## config.mk

```make
export PLATFORM = sky130hd
export DESIGN_NAME = regfile_write_arbiter
export DESIGN_NICKNAME = d
export VERILOG_FILES = /design/src/rtl/regfile_pkg.sv /design/src/rtl/regfile_write_arbiter_rr.sv /design/src/rtl/regfile_write_arbiter.sv
export SDC_FILE = /design/constraint.sdc
export NUM_CORES = 1
export LEC_CHECK = 0
export CORE_MARGIN = 2
export CORE_UTILIZATION = 55
export DETAILED_ROUTE_END_ITERATION = 7
export DONT_BUFFER_PORTS = 1
export PLACE_DENSITY = 0.69
export SLEW_MARGIN = 20
export SYNTH_ARGS = -nofsm -noshare
export SYNTH_HDL_FRONTEND = slang
export SYNTH_HIERARCHICAL = 1
export SYNTH_SLANG_ARGS = --single-unit
```

## constraint.sdc

```tcl
create_clock -name clk -period 3.23 [get_ports clk]
set_input_delay 0.4845 -clock clk [delete_from_list [all_inputs] [get_ports clk]]
set_output_delay 0.4845 -clock clk [all_outputs]
set_load 0.01 [all_outputs]
```

## src/rtl/regfile_pkg.sv

```systemverilog
// regfile_pkg
//   Shared definitions for the register-file write-port arbiter:
//   register file geometry, the arbiter state encoding and the
//   hardwired-zero register address.
package regfile_pkg;

    localparam int ADDR_W = 5;   // register address width
    localparam int DATA_W = 32;  // register data width
    localparam int NREG   = 32;  // registers cleared by the reset sweep

    // Address of the hardwired zero register; writes to it are accepted
    // but never reach the register file.
    localparam logic [ADDR_W-1:0] ZERO_REG = '0;

    typedef enum logic {
        CLEAR = 1'b0,  // sweeping zeros into the register file
        RUN   = 1'b1   // arbitrating writeback requests
    } state_e;

endpackage

```

## src/rtl/regfile_write_arbiter_rr.sv

```systemverilog
// rr_arbiter2
//   Two-way round-robin grant. A lone requester always wins; when both
//   request, the port that did not win last time gets the grant.
// Ports:
//   req[1:0]    request from port 0 / port 1
//   last_grant  index of the port that won the most recent transfer
//   enable      0 forces both grants low
//   gnt[1:0]    one-hot grant (or zero)
module rr_arbiter2 (
    input  logic [1:0] req,
    input  logic       last_grant,
    input  logic       enable,
    output logic [1:0] gnt
);

    always_comb begin
        gnt = 2'b00;
        if (enable) begin
            if (req == 2'b11) begin
                gnt = last_grant ? 2'b01 : 2'b10;
            end else begin
                gnt = req;
            end
        end
    end

endmodule

```

## src/rtl/regfile_write_arbiter.sv

```systemverilog
// regfile_write_arbiter
//   Sole owner of the register file write port (A3/WE3/WD3). After every
//   reset it writes zero to registers 0..NREG-1, one per cycle, then
//   shares the port between two writeback requesters with round-robin
//   arbitration. Writes are registered: a transfer accepted in cycle N
//   appears on rf_we3 in cycle N+1.
//
// Handshake: wrN_ready is high when the block is in RUN and port N holds
//   the grant; it depends combinationally on both valids. A transfer
//   happens in a cycle where wrN_valid && wrN_ready. Requesters must not
//   derive valid from ready and must hold valid/addr/data until accepted.
//
// Ports:
//   clk, reset            clock, synchronous active-high reset
//   wrN_valid/addr/data   write request from requester N (N = 0, 1)
//   wrN_ready             request from N accepted this cycle
//   rf_a3/rf_we3/rf_wd3   register file write port
//   init_done             clear sweep complete
//   stat_clr              zero the stall counter
//   stall_cnt             saturating count of cycles with a waiting requester
module regfile_write_arbiter
    import regfile_pkg::*;
#(
    parameter int ADDR_W = regfile_pkg::ADDR_W,
    parameter int DATA_W = regfile_pkg::DATA_W,
    parameter int NREG   = regfile_pkg::NREG
) (
    input  logic              clk,
    input  logic              reset,
    input  logic              wr0_valid,
    input  logic [ADDR_W-1:0] wr0_addr,
    input  logic [DATA_W-1:0] wr0_data,
    output logic              wr0_ready,
    input  logic              wr1_valid,
    input  logic [ADDR_W-1:0] wr1_addr,
    input  logic [DATA_W-1:0] wr1_data,
    output logic              wr1_ready,
    output logic [ADDR_W-1:0] rf_a3,
    output logic              rf_we3,
    output logic [DATA_W-1:0] rf_wd3,
    output logic              init_done,
    input  logic              stat_clr,
    output logic [15:0]       stall_cnt
);

    localparam logic [ADDR_W-1:0] LAST_SWEEP = ADDR_W'(NREG - 1);
    localparam logic [ADDR_W-1:0] ZERO_ADDR  = ADDR_W'(ZERO_REG);

    state_e            state_q, state_d;
    logic [ADDR_W-1:0] sweep_addr_q, sweep_addr_d;
    logic              last_grant_q, last_grant_d;
    logic [ADDR_W-1:0] rf_a3_q, rf_a3_d;
    logic              rf_we3_q, rf_we3_d;
    logic [DATA_W-1:0] rf_wd3_q, rf_wd3_d;
    logic              init_done_q, init_done_d;
    logic [15:0]       stall_cnt_q, stall_cnt_d;

    logic [1:0] gnt;
    logic       xfer0;
    logic       xfer1;
    logic       stalled;

    rr_arbiter2 u_rr (
        .req        ({wr1_valid, wr0_valid}),
        .last_grant (last_grant_q),
        .enable     (state_q == RUN),
        .gnt        (gnt)
    );

    assign wr0_ready = gnt[0];
    assign wr1_ready = gnt[1];
    assign xfer0     = wr0_valid && wr0_ready;
    assign xfer1     = wr1_valid && wr1_ready;
    assign stalled   = (wr0_valid && !wr0_ready) || (wr1_valid && !wr1_ready);

    always_comb begin
        state_d      = state_q;
        sweep_addr_d = sweep_addr_q;
        last_grant_d = last_grant_q;
        rf_a3_d      = rf_a3_q;
        rf_we3_d     = 1'b0;
        rf_wd3_d     = rf_wd3_q;
        init_done_d  = init_done_q;
        stall_cnt_d  = stall_cnt_q;

        case (state_q)
            CLEAR: begin
                rf_a3_d      = sweep_addr_q;
                rf_we3_d     = 1'b1;
                rf_wd3_d     = '0;
                sweep_addr_d = sweep_addr_q + 1'b1;
                if (sweep_addr_q == LAST_SWEEP) begin
                    state_d      = RUN;
                    init_done_d  = 1'b1;
                    sweep_addr_d = '0;
                end
            end
            RUN: begin
                // The zero register accepts the transfer but suppresses WE3.
                if (xfer0) begin
                    rf_a3_d      = wr0_addr;
                    rf_wd3_d     = wr0_data;
                    rf_we3_d     = (wr0_addr != ZERO_ADDR);
                    last_grant_d = 1'b0;
                end else if (xfer1) begin
                    rf_a3_d      = wr1_addr;
                    rf_wd3_d     = wr1_data;
                    rf_we3_d     = (wr1_addr != ZERO_ADDR);
                    last_grant_d = 1'b1;
                end
            end
            default: begin
                state_d = CLEAR;
            end
        endcase

        if (stat_clr) begin
            stall_cnt_d = '0;
        end else if (state_q == RUN && stalled && stall_cnt_q != 16'hFFFF) begin
            stall_cnt_d = stall_cnt_q + 16'd1;
        end
    end

    always_ff @(posedge clk) begin
        if (reset) begin
            state_q      <= CLEAR;
            sweep_addr_q <= '0;
            last_grant_q <= 1'b1;  // port 0 wins the first contest
            rf_a3_q      <= '0;
            rf_we3_q     <= 1'b0;
            rf_wd3_q     <= '0;
            init_done_q  <= 1'b0;
            stall_cnt_q  <= '0;
        end else begin
            state_q      <= state_d;
            sweep_addr_q <= sweep_addr_d;
            last_grant_q <= last_grant_d;
            rf_a3_q      <= rf_a3_d;
            rf_we3_q     <= rf_we3_d;
            rf_wd3_q     <= rf_wd3_d;
            init_done_q  <= init_done_d;
            stall_cnt_q  <= stall_cnt_d;
        end
    end

    assign rf_a3     = rf_a3_q;
    assign rf_we3    = rf_we3_q;
    assign rf_wd3    = rf_wd3_q;
    assign init_done = init_done_q;
    assign stall_cnt = stall_cnt_q;

endmodule
```

==> impl_metrics.csv, run 1 <==
group,metric,value,unit
global_routing,grt_pass1_vias,2293,
clocking,clk_latency,0.33,ns
sta,setup_slack,1.08,ns
clocking,h-tree-depth,3,
yosys,synth_enable_flop_cells,0,
clocking,post_cts_buffers,0,
critical_path,setup.worst_path.class,"flip-flop to flip-flop",
yosys,syn_area_per_cell,8.92,sq um
yosys,synth.cell_area,3010,sq um
drt,ant_nets,0,
global_routing,gr-usage-met2,37.5,%
flow_run,drv_cap,0,
yosys,seq_area_frac_synth,41.2,%
floorplan,start_util,57.9,%
critical_path,cp-start-kind,"flip-flop",
drt,drc_errors,0,
clocking,clockBufferDepth,2,
drt,num_vias,2590,
sta,tightest_slew,0.820,ns
sta,fin_crit_sh,66.6,%
sta,finalMaxSlewViolations,0,
clocking,post_cts_resized,0,
floorplan,rows,26,
placement,preCtsSetupSlack,1.03,ns
drt,finalWirelength,7.10,mm
sta,slew_headroom,45.3,%
drt,drt_iter0_markers,140,
global_routing,track_usage,23.1,%
yosys,syn_nets,420,
layout,syn2layout_area_growth,7.68,%
yosys,synth-seq-cells,62,
placement,port_buffers,0,
yosys,ys_types,44,
yosys,ys.flop_type,"dfxtp_1",
yosys,async_flop_share,0,%
placement,gp_congestion,0.766,
placement,hpwlAfterDp,5.01,mm
global_routing,grt_max_degree,50,
sta,finalCriticalPeriod,2.15,ns
global_routing,grt_pass1_wl,11.2,mm
sta,rsz0062_at_grt,"no",
global_routing,antenna_found_initial,0,
pwr,leakage,1.10,nW
sta,worst_clock_skew,0.00493,ns
critical_path,cp-end-kind,"flip-flop",
global_routing,grt.busiest_layer,"met2",
floorplan,chipWidth,78.0,um
floorplan,die_h,78.0,um
outcome,outcome,"completed",
clocking,cts_buffers,9,
floorplan,ios,136,
layout,final_common_cell,"dfxtp_1",
floorplan,dieArea,6090,sq um
drt,routedWlPerCell,17.5,um
drt,drtPass1Iterations,5,
sta,max_freq,0.465,GHz
worst_hold_path,worstHoldPathType,"input port to flip-flop",
layout,layout-drive-gt1-share,19.0,%
critical_path,crit_fanout,23,
drt,viasPerCell,6.38,
sta,hold_viol_final,0,
floorplan,core,5200,sq um
sta,fin_setup_tns,0,ns
layout,nets,415,
critical_path,required,3.49,ns
yosys,syn_inst,338,
clocking,clk_pin_slew,0.07,ns
critical_path,cp.arrival,2.41,ns
clocking,cts_tree,"done",
yosys,yosysWarningCount,6,
global_routing,use_met1,28.3,%
pwr,ir_drop,0.353,mV
pwr,powerDensity,431,nW/um^2
layout,antenna_cells,0,
layout,final_cell_mix,"62 x dfxtp_1, 47 x nor2_1, 34 x mux2_2",
global_routing,gr-total-overflow,0,
global_routing,grt_use_met3,6.78,%
clocking,cts_root_buf,"clkbuf_8",
clocking,clock_sinks,62,
sta,setup_viol,0,
clocking,cts_hold_buf,0,
critical path, stage by stage, from the launching register on:
cell,delay [ns]
dfxtp_1,0.32
buf_4,0.21
nand2_1,0.09
a21oi_1,0.05
buf_4,0.18
nor2b_1,0.22
o21ai_1,0.29
or4_1,0.57
a21oi_1,0.16
final timing paths:
path / from / cells past startpoint / slack, ns / to
worst max-delay path: state_q / 8 / 1.08 / stall_cnt[8]
worst min-delay path: reset / 1 / 0.22 / rf_wd3[28]
worst max register to register: state_q / 8 / 1.08 / stall_cnt[8]
worst min register to register: sweep_addr_q[3] / 2 / 0.50 / sweep_addr_q[3]
layout make-up:
type | instances | area, sq um
timing repair buffer | 8 | 72.6
clock buffer | 10 | 138
sequential | 62 | 1240
clock inverter | 4 | 25.0
inverter | 3 | 11.3
fill | 468 | 1960
multi-input combinational | 249 | 1670
tap | 70 | 87.6
report_power, final:
part	switching, mW	total, mW	internal, mW
clock network	0.291	0.578	0.287
logic	0.0178	0.0435	0.0257
registers	0.00777	0.778	0.770
layer usage:
| metal | vias to the layer above | part of all wire [%] | wire length (um) |
|---|---|---|---|
| met3 | 11 | 7.9 | 561 |
| li1 | 1262 | - | - |
| met4 | 0 | 1.6 | 116 |
| met2 | 102 | 48 | 3380 |
| met5 | - | 0 | 0 |
| met1 | 1215 | 43 | 3040 |
kinds of logic after synthesis:
family | after synthesis | share of synthesized area [%]
and+or+nand+nor | 116 | 19.2
DFF | 62 | 41.2
adders and majority gates | 3 | 1.25
buffers and inverters | 27 | 3.57
muxes | 38 | 14.0
AOI/OAI and AO/OA | 92 | 20.8
stage by stage:
| stage | cells | instance area, sq um | hold WS, ns | util (%) | power, mW |
|---|---|---|---|---|---|
| global placement | 392 | 3080 | 0.483 | 59.2 | 0.839 |
| floorplan | 338 | 3010 | 0.468 | - | 0.839 |
| CTS | 406 | 3250 | 0.197 | 62.4 | 1.42 |
| detailed placement | 392 | 3080 | 0.495 | 59.2 | 0.838 |
| finish | 406 | 3250 | 0.219 | 62.4 | 1.40 |
| global route | 406 | 3250 | 0.205 | 62.4 | 1.45 |
cell usage after synthesis, types with 4 or more instances:
cell	count	area share, %
a21oi_1	22	3.7
a22oi_1	32	8.0
a31oi_1	6	1.2
and3_1	4	0.83
buf_1	5	0.62
clkbuf_1	16	2.0
dfxtp_1	62	41
mux2_2	34	13
mux2i_1	4	1.3
nand2_1	17	2.1
nand3_1	11	1.8
nand4_1	5	1.0
nor2_1	47	5.9
o21ai_0	9	1.5
o31ai_1	6	1.5
or4_1	10	2.5
registers in the layout, indices dropped and copies added (netlist names):
| name | count |
|---|---|
| rf_a3 | 5 |
| state_q | 1 |
| last_grant_q | 1 |
| stall_cnt | 16 |
| sweep_addr_q | 5 |
| init_done | 1 |
| rf_wd3 | 32 |
| rf_we3 | 1 |
Power figures use the tool's default switching activity.
==> run 2: changes to the inputs <==
==> constraint.sdc (replaced) <==
create_clock -name clk -period 2.2 [get_ports clk]
set_input_delay 0.33 -clock clk [delete_from_list [all_inputs] [get_ports clk]]
set_output_delay 0.33 -clock clk [all_outputs]
set_load 0.01 [all_outputs]
==> run 2 against run 1 <==
Net effect:
- sequential share of layout area down 0.96 points
- core utilization is 1.6 points higher
- maximum frequency grew 8.4%
- final cell count grew 1.2%
- sequential power increased by 47%
- wire length increased by 2.4%
- first-iteration DRC count increased by 44%
- critical path type unchanged
- setup slack got worse by 0.86 ns
- final area up 2.6%
- clock skew about the same
- combinational power is 49% higher
- die area is the same
==> impl_metrics.csv, run 2 (synthesized netlist as in run 1, its figures left out) <==
group,metric,value,unit
pwr,ir_drop,0.378,mV
critical_path,cp.depth,7,
critical_path,cp-start-kind,"flip-flop",
layout,antenna_cells,0,
sta,slew_headroom,55.8,%
critical_path,cpMostUsedCell,"a21oi_1",
global_routing,grt_pass1_wl,11.7,mm
critical_path,reg2reg_from,"state_q",
layout,final_common_cell,"dfxtp_1",
global_routing,antenna_found_initial,0,
drt,num_vias,2632,
global_routing,gr-total-overflow,0,
critical_path,worst-r2r-setup-slack,0.22,ns
pwr,power_frac_seq,51.7,%
critical_path,cp.arrival,2.23,ns
critical_path,r2r-end,"stall_cnt[11]",
drt,routedWlPerCell,17.7,um
critical_path,ff2ff_path_depth,7,
sta,finalCriticalPeriod,1.98,ns
pwr,power_switching,0.462,mW
sta,worst_clock_skew,0.00491,ns
critical_path,required,2.45,ns
worst_hold_path,holdPathEnd,"rf_a3[2]",
clocking,clk_pin_slew,0.07,ns
pwr,internal-power,1.75,mW
placement,hpwlAfterDp,5.06,mm
global_routing,track_usage,23.6,%
sta,tightest_slew,0.661,ns
pwr,leakage,1.14,nW
worst_hold_path,worstHoldPathType,"input port to flip-flop",
drt,finalWirelength,7.26,mm
critical_path,setup.worst_path.class,"flip-flop to flip-flop",
floorplan,rows,26,
pwr,p_comb_share,2.9,%
floorplan,die_h,78.0,um
placement,gp_congestion,0.840,
worst_hold_path,worstHoldStart,"reset",
pwr,powerDensity,664,nW/um^2
sta,fin_crit_sh,90.1,%
floorplan,ios,136,
critical_path,path_buf_inv,1,
clocking,post_cts_buffers,0,
clocking,h-tree-depth,3,
floorplan,dieArea,6090,sq um
layout,syn2layout_area_growth,10.5,%
floorplan,start_util,57.9,%
flow_run,drv_cap,0,
floorplan,chipWidth,78.0,um
sta,rsz0062_at_grt,"no",
sta,fin_setup_tns,0,ns
clocking,clock_sinks,62,
global_routing,grt_max_degree,50,
pwr,p_sw_share,20.9,%
outcome,outcome,"completed",
layout,layout-drive-gt1-share,20.2,%
drt,drc_errors,0,
critical_path,slowest_stage,"or4_1",
sta,setup_viol,0,
critical_path,path_delay_family,"simple AND/OR/NAND/NOR gates",
global_routing,grt_pass1_vias,2444,
sta,holdWs,0.0683,ns
sta,hold_viol_final,0,
critical_path,cp-end-kind,"flip-flop",
layout,final_cell_mix,"62 x dfxtp_1, 47 x nor2_1, 34 x mux2_2",
pwr,p_total,2.21,mW
layout,multiInputGateArea,1680,sq um
clocking,clk_latency,0.32,ns
placement,port_buffers,0,
critical_path,path_cells,"nand2_1 > a21oi_1 > buf_4 > nor2b_1 > o2111ai_1 > or4_1 > a21oi_1",
drt,ant_nets,0,
drt,viasPerCell,6.40,
critical_path,crit_fanout,6,
sta,max_freq,0.504,GHz
pwr,clkPwrFrac,45.4,%
sta,finalMaxSlewViolations,0,
clocking,cts_buffers,9,
clocking,cts_tree,"done",
layout,fillers,477,
layout,largest_register_ffs,32,
layout,regArea,1240,sq um
drt,drt_iter0_markers,202,
layout,nets,419,
clocking,cts_root_buf,"clkbuf_8",
floorplan,core,5200,sq um
critical_path,critical-path-max-stage-delay,0.56,ns
worst_hold_path,holdPathStages,1,
clocking,clockBufferDepth,2,
drt,drtPass1Iterations,4,
==> run 2: cell types whose count changed in the layout (fill, tap and decap cells not counted), sizes merged <==
cell | before | now
buf | 8 | 12
bufinv | 0 | 1
clkbuf | 10 | 12
clkinvlp | 2 | 0
==> run 2: layout make-up <==
class                      instances  share of cell area, %
sequential                        62                   37.3
clock buffer                      12                   4.66
clock inverter                     3                   1.32
multi-input combinational        249                   50.3
inverter                           3                  0.338
tap                               70                   2.63
timing repair buffer              12                   3.46
==> run 2: metrics by stage <==
step | area [sq um] | instances | util (%) | setup slack, ns
after global placement | 3130 | 396 | 60.0 | 0.282
final | 3330 | 411 | 64.0 | 0.217
after detailed placement | 3130 | 396 | 60.0 | 0.201
after CTS | 3320 | 411 | 63.9 | 0.191
after floorplan | 3010 | 338 | - | 0.0394
after global routing | 3330 | 411 | 64.0 | 0.0532
==> run 2: power by group through the flow <==
stage	Sequential, mW	Clock (mW)	Combinational [mW]
2_1_floorplan	1.16	0	0.0665
3_3_place_gp	1.17	0	0.0621
3_5_place_dp	1.17	0	0.0636
4_1_cts	1.14	1.02	0.0644
5_1_grt	1.14	1.07	0.0722
6_report	1.14	1.00	0.0650
==> run 2: what timing repair did <==
action | 4_1_cts | 5_1_grt
hold buffers | 0 | 0
gates resized for setup | 0 | 2
setup endpoints to repair | 0 | 3
==> run 2: metal layers <==
layer	vias up	wire length [um]	global-route usage [%]
met5	-	0	0
met4	0	57	8.25
met3	7	515	7.13
met2	101	3520	37.6
met1	1255	3180	30.6
li1	1269	-	-
==> run 2: worst max path at each step <==
stage                 start       endpoint  slack [ns]
finish              state_q  stall_cnt[11]        0.22
global route        state_q  stall_cnt[11]        0.05
CTS                 state_q  stall_cnt[15]        0.19
detailed placement  state_q  stall_cnt[15]        0.20
global placement    state_q   stall_cnt[1]        0.28
floorplan           state_q     rf_wd3[17]        0.04
==> run 3: changes to the inputs <==
--- a/config.mk
+++ b/config.mk
@@ -5,6 +5,7 @@
 export SDC_FILE = /design/constraint.sdc
 export NUM_CORES = 1
 export LEC_CHECK = 0
+export ABC_AREA = 0
 export CORE_MARGIN = 2
 export CORE_UTILIZATION = 55
 export DETAILED_ROUTE_END_ITERATION = 7
==> results of run 3 <==
The final DEF is identical to that of run 2; final timing and power are the same.
==> edit: new RTL, config.mk and constraints of run 3 <==
`DATA_W`: 32 -> 40.
--- a/src/rtl/regfile_pkg.sv
+++ b/src/rtl/regfile_pkg.sv
@@ -6,5 +6,5 @@
 
     localparam int ADDR_W = 5;   // register address width
-    localparam int DATA_W = 32;  // register data width
+    localparam int DATA_W = 40;  // register data width
     localparam int NREG   = 32;  // registers cleared by the reset sweep
 
Ports: changed (resized rf_wd3, wr0_data and wr1_data); port bits go from 136 to 160. No check against the original RTL was run, so the function may have changed too.
==> edit against run 3 <==
  * Power is 8.6% higher
  * Routed wire length is 7.5% higher
  * Count of clock-buffer cells in the layout unchanged
  * Critical endpoint is now stall_cnt[5]
  * Synthesized area is 11% higher
  * Sequential cell count increased by 8
  * Setup slack improved by 0.073 ns
  * Via count up 7.1%
  * Cell area is 8.5% higher
==> edit: results <==
group,metric,value,unit
status,status,"complete, no violations",
synthesis,synth_common_cells,"dfxtp_1 (70), nor2_1 (54), mux2_2 (42), a22oi_1 (40), a21oi_1 (29)",
placed_design,dp_hpwl,5470,um
setup_path,critPathMaxFanout,18,
global_routing,grt_max_degree,56,
placed_design,placed_cells,423,
worst_hold_path,min_path_type,"input port to flip-flop",
final_layout,largest_reg_flops,40,
timing,fin_skew,0.00875,ns
final_layout,num-fill-cells,552,
final_layout,nNetsFinal,457,
synthesis,synth.distinct_cells,37,
cts,root_buffer,"clkbuf_8",
setup_path,cpPeakStageDelay,0.52,ns
synthesis,yosysTopAreaCellShare,42.1,%
global_routing,grt_pass1_vias,2484,
synthesis,synthTopCellsByArea,"dfxtp_1 (42%), mux2_2 (14%), a22oi_1 (9.0%)",
power,power.leakage,1.23,nW
placed_design,gp_congestion,0.857,
placed_design,placed_area,0.00341,mm2
placed_design,placement.io_buffers,0,
final_layout,ff_latch_area,0.00140,mm2
timing,slew_headroom,59.8,%
synthesis,synth_seq_area_share,42.1,%
cts,cts_buffers,9,
power,peakVddDrop,0.500,mV
cts,cts_buffer_depth,2,
synthesis,syn_inst,365,
routing,drt_iter0_drc,164,
global_routing,grtUsageTotal,22.6,%
routing,vias,2819,
routing,routed_wl,7810,um
placed_design,dpl_worst_slack,0.331,ns
global_routing,grt_pass1_wl,11700,um
setup_path,arrival,2.17,ns
global_routing,antenna_found_initial,0,
routing,wl_per_cell,17.8,um
final_layout,drive_gt1_share,22.8,%
## edit: cell count changes in the layout (fill, tap and decap cells not counted), moves of 5 or more
| cell | run 3 | this run |
|---|---|---|
| a22oi_1 | 32 | 40 |
| dfxtp_1 | 62 | 70 |
| mux2_2 | 34 | 42 |
| a21oi_1 | 21 | 28 |
| nor2_1 | 47 | 54 |
| nand3_1 | 11 | 5 |
| o31ai_1 | 6 | 11 |
## edit: worst paths after layout
check / end / from / depth (start not counted) / slack [ns]
setup / recovery: stall_cnt[5] / stall_cnt[0] / 5 / 0.29
hold / removal: rf_wd3[7] / reset / 1 / 0.06
setup reg to reg: stall_cnt[5] / stall_cnt[0] / 5 / 0.29
hold reg to reg: rf_a3[0] / rf_a3[0] / 2 / 0.50
## edit: worst max-delay path, delay by kind of cell, from the launching register on
kind | cells | cell delay (ns)
AOI/OAI and AO/OA | 1 | 0.15
adders and majority gates | 1 | 0.24
DFF | 1 | 0.39
and+or+nand+nor | 3 | 1.06
## edit: layout make-up
class                   count  share of cell area, %
clock buffers              12                   4.30
clock inverters             4                   1.25
inverters                   3                  0.312
multi-input cells         264                   50.1
flip-flops and latches     70                   38.8
well taps                  75                   2.60
repair buffers             11                   2.63
## edit: kinds of logic after synthesis
group	share of synthesized area (%)
AOI/OAI and AO/OA	20.5
adders and majority gates	1.13
DFF	42.1
muxes	14.8
and+or+nand+nor	17.5
buffers and inverters	4.06
## edit: routing by layer
metal	vias to the layer above	GRT usage (%)	share of wire [%]
met5	-	0	0
met4	0	11.3	1.7
met3	10	6.04	7.4
met2	113	36.2	49
met1	1341	27.9	42
li1	1355	-	-
## edit: report_power, final
part	leakage, nW	internal [W]	total (W)	switching, W
logic	0.559	0.0000433	0.0000713	0.0000280
registers	0.565	0.00128	0.00129	0.0000112
clock network	0.106	0.000581	0.00104	0.000461
